File: config.mk
export PLATFORM = sky130hd
export DESIGN_NAME = mem_access_unit
export DESIGN_NICKNAME = d
export VERILOG_FILES = /design/src/rtl/mem_access_unit.sv
export SDC_FILE = /design/constraint.sdc
export NUM_CORES = 1
export LEC_CHECK = 0
export BUFFER_PORTS_ARGS = -buffer_cell sky130_fd_sc_hd__buf_4
export CAP_MARGIN = 20
export CELL_PAD_IN_SITES_DETAIL_PLACEMENT = 1
export CELL_PAD_IN_SITES_GLOBAL_PLACEMENT = 2
export CORE_MARGIN = 4
export CORE_UTILIZATION = 33
export CTS_BUF_LIST = sky130_fd_sc_hd__clkbuf_2 sky130_fd_sc_hd__clkbuf_4 sky130_fd_sc_hd__clkbuf_8
export CTS_CLUSTER_DIAMETER = 30
export CTS_CLUSTER_SIZE = 12
export DETAILED_ROUTE_END_ITERATION = 12
export HOLD_SLACK_MARGIN = 0.08
export PLACE_DENSITY_LB_ADDON = 0.1
export RECOVER_POWER = 50
export REMOVE_ABC_BUFFERS = 1
export SLEW_MARGIN = 20
export SYNTH_ARGS = -nofsm -noshare
export SYNTH_HDL_FRONTEND = slang
export SYNTH_SLANG_ARGS = --single-unit
File: constraint.sdc
create_clock -name clk -period 6.7 [get_ports clk]
set_clock_uncertainty 0.2 [all_clocks]
set_input_delay 0.335 -clock clk [delete_from_list [all_inputs] [get_ports clk]]
set_output_delay 0.335 -clock clk [all_outputs]
set_load 0.03 [all_outputs]
File: src/rtl/mem_access_unit.sv
// Load/store unit between a single-request port and a 4-byte-wide little-endian memory.
// Sub-word stores use read-modify-write; out-of-range or illegal-size requests are rejected.
module mem_access_unit #(
  parameter int ADDR_WIDTH = 32,
  parameter int MEM_BYTES  = 36
) (
  input  logic                  clk,
  input  logic                  rst_n,
  input  logic                  req_valid,
  output logic                  req_ready,
  input  logic                  req_we,
  input  logic [1:0]            req_size,
  input  logic                  req_signed,
  input  logic [ADDR_WIDTH-1:0] req_addr,
  input  logic [31:0]           req_wdata,
  output logic                  resp_valid,
  output logic [31:0]           resp_rdata,
  output logic                  resp_err,
  output logic [ADDR_WIDTH-1:0] mem_addr,
  output logic                  mem_we,
  output logic [31:0]           mem_wd,
  input  logic [31:0]           mem_rd
);

  // state  | meaning
  // IDLE   | ready for a request
  // RD     | load: memory read, result captured on exit
  // WR     | word store: write cycle
  // RMW_RD | sub-word store: capture surrounding word
  // RMW_WR | sub-word store: write merged word
  // RESP   | one-cycle response pulse
  typedef enum logic [2:0] {IDLE, RD, WR, RMW_RD, RMW_WR, RESP} state_t;

  localparam logic [ADDR_WIDTH:0] LIMIT = (ADDR_WIDTH+1)'(MEM_BYTES);
  localparam logic [ADDR_WIDTH:0] XFER  = (ADDR_WIDTH+1)'(4);

  state_t                state_q;
  logic [ADDR_WIDTH-1:0] addr_q;
  logic [1:0]            size_q;
  logic                  signed_q;
  logic [31:0]           wdata_q;
  logic [31:0]           data_q;
  logic                  err_q;

  logic                  range_err_d;
  logic [31:0]           load_d;
  logic [31:0]           merge_d;
  logic                  mem_active;

  // One extra bit keeps the bound check free of wraparound near the top of the address space.
  assign range_err_d = ({1'b0, req_addr} + XFER) > LIMIT;

  always_comb begin
    load_d = mem_rd;
    case (size_q)
      2'b00:   load_d = {{24{signed_q & mem_rd[7]}},  mem_rd[7:0]};
      2'b01:   load_d = {{16{signed_q & mem_rd[15]}}, mem_rd[15:0]};
      default: load_d = mem_rd;
    endcase
  end

  assign merge_d = (size_q == 2'b00) ? {data_q[31:8],  wdata_q[7:0]}
                                     : {data_q[31:16], wdata_q[15:0]};

  always_ff @(posedge clk or negedge rst_n) begin
    if (!rst_n) begin
      state_q  <= IDLE;
      addr_q   <= '0;
      size_q   <= '0;
      signed_q <= 1'b0;
      wdata_q  <= '0;
      data_q   <= '0;
      err_q    <= 1'b0;
    end else begin
      case (state_q)
        IDLE: begin
          if (req_valid) begin
            addr_q   <= req_addr;
            size_q   <= req_size;
            signed_q <= req_signed;
            wdata_q  <= req_wdata;
            data_q   <= '0;
            if (req_size == 2'b11 || range_err_d) begin
              err_q   <= 1'b1;
              state_q <= RESP;
            end else if (!req_we) begin
              state_q <= RD;
            end else if (req_size == 2'b10) begin
              state_q <= WR;
            end else begin
              state_q <= RMW_RD;
            end
          end
        end
        RD: begin
          data_q  <= load_d;
          state_q <= RESP;
        end
        WR:     state_q <= RESP;
        RMW_RD: begin
          data_q  <= mem_rd;
          state_q <= RMW_WR;
        end
        RMW_WR: begin
          data_q  <= '0;
          state_q <= RESP;
        end
        RESP: begin
          data_q  <= '0;
          err_q   <= 1'b0;
          state_q <= IDLE;
        end
        default: state_q <= IDLE;
      endcase
    end
  end

  assign mem_active = (state_q == RD) || (state_q == WR) ||
                      (state_q == RMW_RD) || (state_q == RMW_WR);

  assign req_ready  = rst_n && (state_q == IDLE);
  assign resp_valid = (state_q == RESP);
  assign resp_rdata = resp_valid ? data_q : 32'h0;
  assign resp_err   = resp_valid & err_q;
  assign mem_we     = (state_q == WR) || (state_q == RMW_WR);
  assign mem_addr   = mem_active ? addr_q : '0;
  assign mem_wd     = (state_q == WR)     ? wdata_q :
                      (state_q == RMW_WR) ? merge_d : 32'h0;

endmodule

==> summary.md <==
| Metric | Value |
|---|---|
| Status | finished, violations left |
| Failing checks | capacitance limit, slew limit |
| Cells after Synth | 535 |
| Number of nets still failing antenna checks after routing | 0 |
| Postcts setup bufs | 0 |
| Sw frac | 43.3% |
| Final GP Congestion | 0.844 |
| CTS H-Tree Depth | 3 |
| Initial antenna violation count | 0 |
| Post-CTS Resized | 0 |
| Worst slew pin tran | 3280 ps |
| Crit end category | flip-flop |
| Commonest non-fill, non-tap cells in the layout | buf_4 (204), dfrtp_1 (103), dlygate4sd3_1 (101) |
| Max transition margin | -119% |
| Cell Rows | 46 |
| Pleak | 0.00388 uW |
| Nets | 925 |
| Final period util | 62.5% |
| Power Dens Cells | 370 nW/um^2 |
| Die width | 137 um |
| Max Clock Freq | 239 MHz |
| Filler cells | 1822 |
| Clock power frac | 12.3% |
| Num ports | 203 |
| Switching power total | 1350 uW |
| Via-per-instance ratio | 5.04 |
| Clock buffer depth | 2 |
| HPWL after DPL | 12800 um |
| Netlist Area Pre-Place | 5500 um^2 |
| Clock sinks | 103 |
| WL final | 19100 um |
| Gate power share | 53.0% |
| Syn avg cell area | 10.3 um^2 |
| Initial core utilization | 34.2% |
| Max Slew Vio Count | 134 |
| Ant diodes | 0 |
| Cell variety after synth | 53 |
| Die height | 137 um |
| Layout cells sized above 1 | 36.6% |
| CTS tree | built |
| DRC viols | 0 |
| Asr flop ratio synth | 100% |
| Power Internal | 1770 uW |
| Max-cap violations | 3 |
| Commonest non-fill, non-tap cell in the layout | buf_4 |
| CP max stage cell | and2_1 |
| Total grt overflow | 0 |
| CP max FO | 69 |
| Hold-fix buffers, CTS | 101 |
| Full die area | 18800 um^2 |
| Number of synthesized flops with an enable pin | 0 |
| Worst path max stage delay | 2430 ps |
| Main synth FF type | dfrtp_1 |
| Largest net degree at the start of global routing | 76 |
| Final cell count without fillers | 1041 |
| Clock Latency Late Sink | 390 ps |
| Setup TNS Final | 0 ps |
| Crit-path cells | nor3_1, and2_1, o21ai_0, nand2_1 |
| Endpoints failing hold | 0 |
| Core Box Area | 16100 um^2 |
| # placed instances | 923 |
| Syn. warnings | 0 |
| Count of final setup violators | 0 |
| Fin util | 52.3% |
| Worst EP arrival | 4310 ps |
| Kind of critical path | reg -> reg |
| Final min period | 4190 ps |
| Critical Path RT | 6820 ps |
| Sequential area share after synthesis | 46.8% |
| CTS root buffer | clkbuf_8 |
| Register bit total from synthesis | 103 |
| Total track usage | 20.6% |
| Clock slew at reported path FFs | 110 ps |
| Initial drt markers | 194 |
| Vias in the first global route | 5735 |
| Area growth from synthesis to layout | 53.2% |
| Via count | 5246 |
| Reg power frac | 34.7% |
| Peak supply drop | 0.192 mV |
| Pre-antenna DRT Iters | 4 |
| First-pass GRT wire length | 30300 um |
| CP Launch Type | flip-flop |
| Hold Path Class | in -> reg |
| Routed WL per cell | 18.4 um |
| Clock buffer count from CTS | 9 |
| Number of port buffers | 202 |
| RSZ-0062 raised after global routing | no |
==> area by class of cell <==
class | instances | area (um^2) | share of cell area (%)
multi-input combinational | 382 | 2760 | 32.8
timing repair buffer | 309 | 2580 | 30.6
sequential | 103 | 2580 | 30.6
tap | 216 | 270 | 3.21
clock buffer | 10 | 138 | 1.63
inverter | 15 | 56.3 | 0.668
clock inverter | 6 | 46.3 | 0.549
==> worst paths after layout <==
kind | start | endpoint | slack (ps) | cells after the start
setup / recovery | state_q[1] | err_q | 2510 | 4
hold / removal | mem_rd[9] | data_q[9] | 180 | 4
max in group asynchronous | rst_n | addr_q[23] | 3530 | 4
min in group asynchronous | rst_n | data_q[11] | 710 | 2
setup reg to reg | state_q[1] | err_q | 2510 | 4
hold reg to reg | data_q[0] | data_q[0] | 310 | 1
==> cells in the mapped netlist (2+ instances only) <==
master / number / area, um^2
o31ai_1: 4 / 30.0
a21oi_1: 5 / 25.0
and2_1: 68 / 425
buf_1: 4 / 15.0
a311oi_1: 3 / 26.3
inv_1: 15 / 56.3
o2111ai_1: 2 / 17.5
and4b_1: 2 / 20.0
nand3_1: 12 / 60.1
nand2_1: 36 / 135
nand2b_1: 4 / 25.0
nor2b_1: 9 / 56.3
nand4_1: 10 / 62.6
nor3_1: 5 / 25.0
nor2_1: 30 / 113
xnor2_1: 3 / 26.3
mux2_2: 68 / 766
and3_1: 5 / 31.3
a22o_1: 33 / 289
o21ai_0: 28 / 140
nor4_1: 7 / 43.8
or3_1: 3 / 18.8
or4_1: 3 / 22.5
and4_1: 4 / 35.0
dfrtp_1: 103 / 2580
clkbuf_1: 30 / 113
nor3b_1: 3 / 22.5
a22oi_1: 10 / 75.1
ha_1: 2 / 25.0
==> layer usage <==
layer  vias up  wire length (um)  GRT usage [%]
met5         -                 0              0
met4         0               239           4.93
met3        18               944           4.34
met2       127             10200           38.7
met1      2610              7790           23.8
li1       2491                 -              -
==> cells by family (layout without fill, tap and decap cells) <==
| logic type | count (synthesis) | after routing | share of synthesized area (%) |
|---|---|---|---|
| AOI/OAI and AO/OA | 102 | 102 | 13.7 |
| buffers and inverters | 50 | 340 | 3.43 |
| DFF | 103 | 103 | 46.8 |
| muxes | 69 | 69 | 14.1 |
| xor gates and xnor gates | 3 | 3 | 0.477 |
| adders and majority gates | 2 | 2 | 0.455 |
| and+or+nand+nor | 206 | 206 | 21.0 |
==> stage by stage <==
stage,setup WS [ps],total power (uW),cell area (um^2),hold WS [ps]
floorplan,3460,2060,5370,-161
global placement,3120,2650,7210,80.4
detailed placement,2880,2710,7210,84.0
CTS,2430,3140,8410,150
global route,2070,3340,8430,213
finish,2510,3120,8430,178
==> critical path, delay by kind of cell, from the launching register on <==
family	cells	cell delay, ps
DFF	1	520
AOI/OAI and AO/OA	1	440
and+or+nand+nor	3	2950
==> sequential cells by signal, indices dropped and copies added (netlist names) <==
name      flops
state_q       3
signed_q      1
data_q       32
err_q         1
wdata_q      32
addr_q       32
size_q        2
==> power groups by stage <==
stage          sequential, uW  clock, uW  combinational, uW
6_report                 1080        383               1650
2_1_floorplan            1030          0               1040
3_3_place_gp             1080          0               1570
4_1_cts                  1080        398               1660
3_5_place_dp             1100          0               1610
5_1_grt                  1130        425               1790
(Power assumes the default switching activity.)
